`config.mk`:
```
export PLATFORM = sky130hd
export DESIGN_NAME = fetch_sequencer
export DESIGN_NICKNAME = d
export VERILOG_FILES = /design/src/rtl/fetch_pkg.sv /design/src/rtl/fetch_timeout_ctr.sv /design/src/rtl/fetch_sequencer.sv
export SDC_FILE = /design/constraint.sdc
export NUM_CORES = 1
export LEC_CHECK = 0
export BUFFER_PORTS_ARGS = -buffer_cell sky130_fd_sc_hd__buf_2
export CAP_MARGIN = 20
export CELL_PAD_IN_SITES_DETAIL_PLACEMENT = 0
export CELL_PAD_IN_SITES_GLOBAL_PLACEMENT = 1
export CORE_MARGIN = 2
export CORE_UTILIZATION = 38
export DETAILED_ROUTE_END_ITERATION = 7
export PLACE_DENSITY = 0.87
export SYNTH_ARGS = -nofsm -noshare
export SYNTH_HDL_FRONTEND = slang
export SYNTH_HIERARCHICAL = 1
export SYNTH_SLANG_ARGS = --single-unit
```
`constraint.sdc`:
```
create_clock -name clk -period 3.17 [get_ports clk]
set_input_delay 0.1585 -clock clk [delete_from_list [all_inputs] [get_ports clk]]
set_output_delay 0.1585 -clock clk [all_outputs]
set_load 0.03 [all_outputs]
```
`src/rtl/fetch_pkg.sv`:
```
// Shared types and constants for the instruction fetch sequencer.
package fetch_pkg;

  typedef enum logic [1:0] {
    REQ   = 2'b00,
    WAIT  = 2'b01,
    HOLD  = 2'b10,
    FAULT = 2'b11
  } fetch_state_t;

  typedef enum logic [1:0] {
    FC_NONE     = 2'b00,
    FC_BUS      = 2'b01,
    FC_TIMEOUT  = 2'b10,
    FC_MISALIGN = 2'b11
  } fault_cause_t;

  localparam int unsigned INSTR_BYTES = 4;
  localparam logic [31:0] NOP_INSTR   = 32'h0000_0013;

  // Sequential PC step; wraps modulo 2^32.
  function automatic logic [31:0] next_pc(input logic [31:0] pc);
    return pc + 32'(INSTR_BYTES);
  endfunction

endpackage

```
`src/rtl/fetch_timeout_ctr.sv`:
```
// Counts cycles spent waiting for an imem response; expired is high on the
// last permitted cycle (count == TIMEOUT_CYCLES-1).
module fetch_timeout_ctr #(
  parameter int unsigned TIMEOUT_CYCLES = 16
) (
  input  logic clk,
  input  logic rst_n,
  input  logic clear,
  input  logic enable,
  output logic expired
);

  localparam int unsigned W = $clog2(TIMEOUT_CYCLES);

  logic [W-1:0] count;

  // Clear has priority over counting.
  always_ff @(posedge clk) begin
    if (!rst_n) begin
      count <= '0;
    end else if (clear) begin
      count <= '0;
    end else if (enable) begin
      count <= count + W'(1);
    end
  end

  assign expired = (count == W'(TIMEOUT_CYCLES - 1));

endmodule

```
`src/rtl/fetch_sequencer.sv`:
```
// Fetch sequencer: owns the PC, runs the imem req/gnt/rvalid handshake and
// holds each fetched word for the decoder until it is accepted.
// Optional build macro: FETCH_MISALIGN_TRAP_EN (misaligned redirects trap
// with cause 11 instead of having the low address bits cleared).
//
// Handshakes: imem_req is held with a stable imem_addr until imem_gnt is
// seen with imem_req high; instr_valid/instruction/instr_pc stay stable
// until instr_ready is seen with instr_valid high. A redirect overrides both.
module fetch_sequencer
  import fetch_pkg::*;
#(
  parameter logic [31:0] RESET_PC       = 32'h0000_0000,
  parameter int unsigned TIMEOUT_CYCLES = 16
) (
  input  logic         clk,
  input  logic         rst_n,
  output logic         imem_req,
  output logic [31:0]  imem_addr,
  input  logic         imem_gnt,
  input  logic         imem_rvalid,
  input  logic [31:0]  imem_rdata,
  input  logic         imem_err,
  output logic         instr_valid,
  output logic [31:0]  instruction,
  output logic [31:0]  instr_pc,
  input  logic         instr_ready,
  input  logic         redirect_valid,
  input  logic [31:0]  redirect_pc,
  output logic         fetch_fault,
  output logic [1:0]   fault_cause,
  output fetch_state_t fsm_state
);

  fetch_state_t state, state_n;
  logic [31:0]  pc, pc_n;
  logic         squash, squash_n;
  logic         imem_req_n;
  logic         instr_valid_n;
  logic [31:0]  instruction_n;
  logic [31:0]  instr_pc_n;
  logic         fault_n;
  fault_cause_t cause_n;
  logic         req_accept;
  logic         expired;
  logic [31:0]  redir_pc;
  logic         misalign;

`ifdef FETCH_MISALIGN_TRAP_EN
  assign redir_pc = redirect_pc;
  assign misalign = (redirect_pc[1:0] != 2'b00);
`else
  assign redir_pc = redirect_pc & ~32'h3;
  assign misalign = 1'b0;
`endif

  assign req_accept = imem_req & imem_gnt;
  assign imem_addr  = pc;
  assign fsm_state  = state;

  fetch_timeout_ctr #(
    .TIMEOUT_CYCLES(TIMEOUT_CYCLES)
  ) u_timeout (
    .clk    (clk),
    .rst_n  (rst_n),
    .clear  (state != WAIT),
    .enable (state == WAIT),
    .expired(expired)
  );

  // Next-state and next-output logic; redirect wins over everything else.
  always_comb begin
    state_n       = state;
    pc_n          = pc;
    squash_n      = squash;
    instr_valid_n = instr_valid;
    instruction_n = instruction;
    instr_pc_n    = instr_pc;
    fault_n       = fetch_fault;
    cause_n       = fault_cause_t'(fault_cause);

    case (state)
      REQ: begin
        if (redirect_valid) begin
          pc_n = redir_pc;
          if (req_accept) begin
            // Request already left; its response must be discarded.
            state_n  = WAIT;
            squash_n = 1'b1;
          end else if (misalign) begin
            state_n    = FAULT;
            instr_pc_n = redir_pc;
            fault_n    = 1'b1;
            cause_n    = FC_MISALIGN;
          end
        end else if (req_accept) begin
          state_n = WAIT;
        end
      end

      WAIT: begin
        if (redirect_valid) begin
          pc_n = redir_pc;
        end
        if (redirect_valid || squash) begin
          if (imem_rvalid || expired) begin
            // Stale response or timeout dropped silently.
            squash_n = 1'b0;
            state_n  = REQ;
`ifdef FETCH_MISALIGN_TRAP_EN
            if (pc_n[1:0] != 2'b00) begin
              state_n    = FAULT;
              instr_pc_n = pc_n;
              fault_n    = 1'b1;
              cause_n    = FC_MISALIGN;
            end
`endif
          end else begin
            squash_n = 1'b1;
          end
        end else if (imem_rvalid && !imem_err) begin
          state_n       = HOLD;
          instruction_n = imem_rdata;
          instr_pc_n    = pc;
          instr_valid_n = 1'b1;
        end else if (imem_rvalid && imem_err) begin
          state_n = FAULT;
          fault_n = 1'b1;
          cause_n = FC_BUS;
        end else if (expired) begin
          state_n = FAULT;
          fault_n = 1'b1;
          cause_n = FC_TIMEOUT;
        end
      end

      HOLD: begin
        if (redirect_valid) begin
          // Redirect beats a simultaneous instr_ready: no sequential step.
          instr_valid_n = 1'b0;
          pc_n          = redir_pc;
          state_n       = REQ;
          if (misalign) begin
            state_n    = FAULT;
            instr_pc_n = redir_pc;
            fault_n    = 1'b1;
            cause_n    = FC_MISALIGN;
          end
        end else if (instr_ready) begin
          instr_valid_n = 1'b0;
          pc_n          = next_pc(pc);
          state_n       = REQ;
        end
      end

      FAULT: begin
        if (redirect_valid) begin
          pc_n = redir_pc;
          if (misalign) begin
            instr_pc_n = redir_pc;
            fault_n    = 1'b1;
            cause_n    = FC_MISALIGN;
          end else begin
            fault_n = 1'b0;
            cause_n = FC_NONE;
            state_n = REQ;
          end
        end
      end
    endcase

    imem_req_n = (state_n == REQ);
  end

  // State and registered outputs.
  always_ff @(posedge clk) begin
    if (!rst_n) begin
      state       <= REQ;
      pc          <= RESET_PC;
      squash      <= 1'b0;
      imem_req    <= 1'b0;
      instr_valid <= 1'b0;
      instruction <= NOP_INSTR;
      instr_pc    <= 32'h0;
      fetch_fault <= 1'b0;
      fault_cause <= FC_NONE;
    end else begin
      state       <= state_n;
      pc          <= pc_n;
      squash      <= squash_n;
      imem_req    <= imem_req_n;
      instr_valid <= instr_valid_n;
      instruction <= instruction_n;
      instr_pc    <= instr_pc_n;
      fetch_fault <= fault_n;
      fault_cause <= cause_n;
    end
  end

endmodule

```
Yosys cells after proc, flatten, opt, wreduce, memory -nomap -nowiden
Index checks and enable logic that the tools add are counted.
Word-level totals
  register bits after elaboration: 108
  bits of input ports: 71
  output and inout port bits: 103
Cells by class
  $add $sub $neg: 2
  eq/ne operators: 15
  mux-type cells: 39
  bitwise gates (word level): 5
  reductions and logical operators: 19
Operators by type and width (number)
  $mux 32: 6
  $pmux 32 s2: 1
  $add 32x3->32 const B: 1
  $mux 2: 14
  $ne 2x2->1 const B: 7
  $mux 1: 13
  $pmux 2 s4: 1
  $reduce_and 4->1: 2
  $ne 3x3->1 const B: 2
  $pmux 1 s2: 3
  $reduce_and 3->1: 2
  $reduce_or 3->1: 2
  $reduce_and 5->1: 1
  $add 4x1->4 const B: 1
  $eq 2x2->1 const B: 2
  $eq 4x4->1 const B: 1
  $logic_not 2->1: 2
  $ne 2x1->1 const B: 2
  $not 1->1: 4
  $pmux 2 s2: 1
  $reduce_bool 2->1: 2
  $reduce_or 2->1: 2
  $eq 2x1->1 const B: 1
  $logic_and 1x1->1: 2
  other kinds (4): 5

Longest topological paths before layout
  depth after elaboration: 7
  gate-level depth with buffers: 7

Cells and area by module
Netlist, hierarchy kept.
By module, submodules not included
  fetch_sequencer: instances 1, cells each 533, area an instance 4372.9 um^2, seq. area each 2001.9 um^2
  fetch_timeout_ctr: instances 1, cells each 18, area an instance 188.9 um^2, seq. area each 80.1 um^2

Worst setup path after synthesis
OpenSTA, ideal clock, no wires.
  kind: register to register
  from: register pc[2] (netlist: imem_addr[2])
  to: register pc[28] (netlist: imem_addr[28])
  arrival: 2195 ps
  data required time: 3037 ps
  slack: 843 ps
  cell stages (with the launch flop): 7
  path buffers: 0
  clock period less this slack: 2327 ps
  cell sequence: dfxtp_1 -> ha_1 -> nand4_2 -> or4_4 -> or4_1 -> xnor2_1 -> a21oi_1
Between the ends
  longest elaborated chain between the ends: 4
RTL lines
  from (decl): RTL line fetch_sequencer.sv:35  | logic [31:0] pc, pc_n;
  from (signal assigned): RTL line fetch_sequencer.sv:188  | pc <= pc_n;
  $add 32x3->32: RTL line fetch_pkg.sv:23  | return pc + 32'(INSTR_BYTES);
  $mux 32: RTL line fetch_sequencer.sv:148  | end else if (instr_ready) begin
  $mux 32: RTL line fetch_sequencer.sv:137  | if (redirect_valid) begin
  $pmux 32 s2: RTL line fetch_sequencer.sv:81  | case (state)
No other way between the ends. The select of a mux whose other input is x is not followed.
A chain may end at the register's enable or synchronous reset.

Worst setup path in the final report
  from: register state[1] (netlist: fsm_state[1])
  to: register pc[28] (netlist: imem_addr[28])
Between the ends
  longest elaborated chain between the ends: 4
  elaborated cells between the ends (all ways): 9
RTL lines
  from (decl): RTL line fetch_sequencer.sv:34  | fetch_state_t state, state_n;
  from (signal assigned): RTL line fetch_sequencer.sv:187  | state <= state_n;
  $eq 2x2->1 (tied with other cells): RTL line fetch_sequencer.sv:81
  $reduce_or 3->1 (no source line)
  $ne 2x1->1 (no source line)
  $reduce_and 2->1 (no source line)
Several ways; a longest one is shown, not always the timed one.

==> impl_metrics.py <==
metrics = {
    "grt": {
        "top_usage_layer": "met2",
        "grt_first_pass_wirelength_um": 19100,
        "grt_antenna_before_repair": 0,
        "via_count_of_the_first_global_routing_pass": 3917,
        "grt_start_max_net_pins": 59,
        "grt_util_all_layers": 0.184,
        "met3_usage": 0.0622,
        "global_route.overflow_total": 0,
        "grt_util_met2": 0.293,
        "globalRouteMet1Util": 0.236,
    },
    "synth": {
        "number_of_distinct_library_cells_after_synthesis": 53,
        "synth.yosys.seq_area_share": 0.456,
        "syn_area_per_cell_um2": 8.28,
        "ys_dominant_reg_cell": "dfxtp_1",
        "seq_cells_post_synth": 104,
        "synth-async-reset-ratio": 0,
        "post_synth_inst_count": 551,
        "post_synth_instance_area_um2": 4560,
        "total_number_of_yosys_warnings": 6,
        "synth_enable_flop_cells": 0,
    },
    "critical_path": {
        "timing.critical_path.cells": "nand3b_1 -> or4_4 -> or4_1 -> xnor2_1 -> a21oi_1",
        "critical-path-max-stage-delay_ns": 0.60,
        "path_delay_family": "simple AND/OR/NAND/NOR gates",
        "setup.reg_to_reg.worst_slack_ns": 0.74,
        "critPathMaxFanout": 14,
        "critical_path_arrival_ns": 2.67,
        "path_class": "reg2reg",
        "timing.critical_path.to_type": "flip-flop",
        "critical-path-slowest-cell": "dfxtp_1",
        "cp_data_required_time_ns": 3.40,
        "combined_buffer_and_inverter_count_along_the_critical_path": 0,
        "worst_setup_path_start_kind": "flip-flop",
    },
    "cells_and_area": {
        "final_layout_size_suffix_gt1_frac": 0.280,
        "layout_common_cells": "buf_2 (167), nand2_1 (135), dfxtp_1 (104)",
        "most_common_library_cell_in_the_layout_ignoring_fill_and_taps": "buf_2",
        "stdcell_area_um2": 5800,
        "finalNetCount": 770,
        "syn2layout_area_growth_pct": 27.1,
    },
    "cts": {
        "cts_repair_resize_count": 0,
        "cts_max_path_buffers": 2,
        "hold_buffers": 0,
        "number_of_buffers_added_by_the_clock_tree_synthesis_step": 9,
        "cts-root-buf": "clkbuf_16",
        "cts_setup_buffers": 0,
        "cts-htree-levels": 3,
        "clock_latency_of_the_later_clocked_register_in_the_worst_skew_pair_ns": 0.35,
        "clkSinkCount": 104,
        "clock_transition_at_the_registers_of_the_reported_paths_ns": 0.06,
        "tritoncts": "done",
    },
    "floorplan": {
        "num_rows": 40,
        "die_x_um": 114,
        "die_h_um": 114,
        "floorplan.die_area_um2": 12900,
        "floorplan_core_area_um2": 11900,
        "floorplan.initialDensity": 0.385,
        "design.portCount": 174,
    },
    "routing": {
        "drt_first_pass_iters": 4,
        "antenna_violating_nets_post_route": 0,
        "drt-total-wl_um": 11900,
        "post_drt_wl_per_cell_um": 14.0,
        "routed-via-count": 4315,
        "drt_iter0_drc": 300,
        "via_per_inst": 5.08,
        "route.detailed.drc": 0,
    },
    "timing": {
        "maxSlewViolCount": 0,
        "final.setup_skew_ns": 0.00608,
        "fin_setup_tns_ns": 0,
        "postLayoutSetupSlackWorst_ns": 0.735,
        "grt_setup_unrepaired": "false",
        "finalCritPeriodShare": 0.768,
        "slew_headroom": 0.366,
        "finalSetupViolations": 0,
        "finalHoldViolCount": 0,
        "tightestPinTransition_ns": 0.950,
        "fmax_ghz": 0.411,
        "post-route-min-period_ns": 2.43,
    },
    "placed_design": {
        "port_buffers": 167,
        "place_hpwl_um": 8340,
        "pre_cts_slack_ns": 0.699,
        "routability_congestion_estimate": 0.768,
        "post_dp_cell_area_um2": 5490,
    },
    "status": {
        "outcome": "completed",
    },
    "pwr": {
        "static-leakage-power_nw": 2.43,
        "power_density_over_the_cells_nw_per_um2": 480,
        "max-vdd-ir-drop_mv": 0.271,
    },
    "flow_run": {
        "max-cap-violations": 0,
    },
    "min_path": {
        "min_path_type": "in2reg",
    },
}
[worst reg2reg max path, stage by stage, from the launching register on]
cell and delay (ns):
dfxtp_1 0.60, nand3b_1 0.46, or4_4 0.59, or4_1 0.43, xnor2_1 0.16, a21oi_1 0.08
[sequential cells by signal (all words and copies together) (netlist names)]
| register | count |
|---|---|
| instruction | 32 |
| imem_addr | 30 |
| instr_pc | 30 |
| u_timeout/count | 4 |
| fault_cause | 2 |
| fsm_state | 2 |
| fetch_fault | 1 |
| imem_req | 1 |
| instr_valid | 1 |
| squash | 1 |
[metrics by stage]
| stage | std cells | power (mW) | utilization | hold WS [ns] |
|---|---|---|---|---|
| after detailed placement | 832 | 1.71 | 0.463 | 0.380 |
| after CTS | 847 | 2.82 | 0.487 | 0.00475 |
| after global routing | 848 | 2.91 | 0.489 | 0.0331 |
| after global placement | 831 | 1.70 | 0.461 | 0.366 |
| after floorplan | 554 | 1.60 | - | 0.283 |
| final | 849 | 2.78 | 0.489 | 0.0221 |
[path summary, 6_finish.rpt]
| kind | depth (start not counted) | endpoint | start |
|---|---|---|---|
| worst max-delay path | 5 | imem_addr[28]$_SDFFE_PN0P_ | fsm_state[1]$_SDFF_PN0_ |
| worst min-delay path | 3 | instruction[4]$_SDFFE_PN1P_ | imem_rdata[4] |
| worst max register to register | 5 | imem_addr[28]$_SDFFE_PN0P_ | fsm_state[1]$_SDFF_PN0_ |
| worst min register to register | 2 | instruction[14]$_SDFFE_PN0P_ | instruction[14]$_SDFFE_PN0P_ |
[report_power, final]
group	switching [mW]	internal, mW
logic	0.175	0.113
clock network	0.475	0.629
registers	0.0511	1.34
total	0.701	2.08
[layer usage]
layer,vias up,part of all wire
li1,2177,-
met1,2008,0.46
met2,121,0.46
met3,9,0.069
met4,0,0.012
met5,-,0
[Yosys cell counts, types with 4 or more instances]
cell type,n,share of area
dfxtp_1,104,0.46
inv_1,8,0.0066
clkbuf_1,35,0.029
nand2b_1,5,0.0069
o21ai_0,30,0.033
xor2_1,10,0.019
a21boi_0,41,0.067
xnor2_1,11,0.021
nand2_1,135,0.11
nand4_1,15,0.021
buf_4,5,0.0082
nor2b_1,8,0.011
nor2_1,15,0.012
a21boi_1,19,0.031
nand3_1,17,0.019
a21oi_1,26,0.029
nor3_1,10,0.011
mux2i_1,4,0.0088
[layout make-up]
type / instances / area (um2)
Sequential cell: 104 / 2080
Clock inverter: 3 / 42.5
Clock buffer: 12 / 246
Multi-Input combinational cell: 401 / 2300
Antenna cell: 1 / 2.50
Fill cell: 1177 / 6060
Timing Repair Buffer: 173 / 913
Inverter: 8 / 30.0
Tap cell: 147 / 184
[logic make-up (layout without fill, tap and decap cells)]
kind of cell / count (synthesis) / after routing / share of synthesized area
flops: 104 / 104 / 0.456
other cells: 1 / 5 / 0.000822
xor+xnor: 21 / 21 / 0.0403
simple gates: 233 / 233 / 0.243
compound gates: 137 / 137 / 0.201
buf+inv: 49 / 196 / 0.0444
mux: 4 / 4 / 0.00878
fa+ha+maj: 2 / 2 / 0.00548
Power figures use the tool's default switching activity.
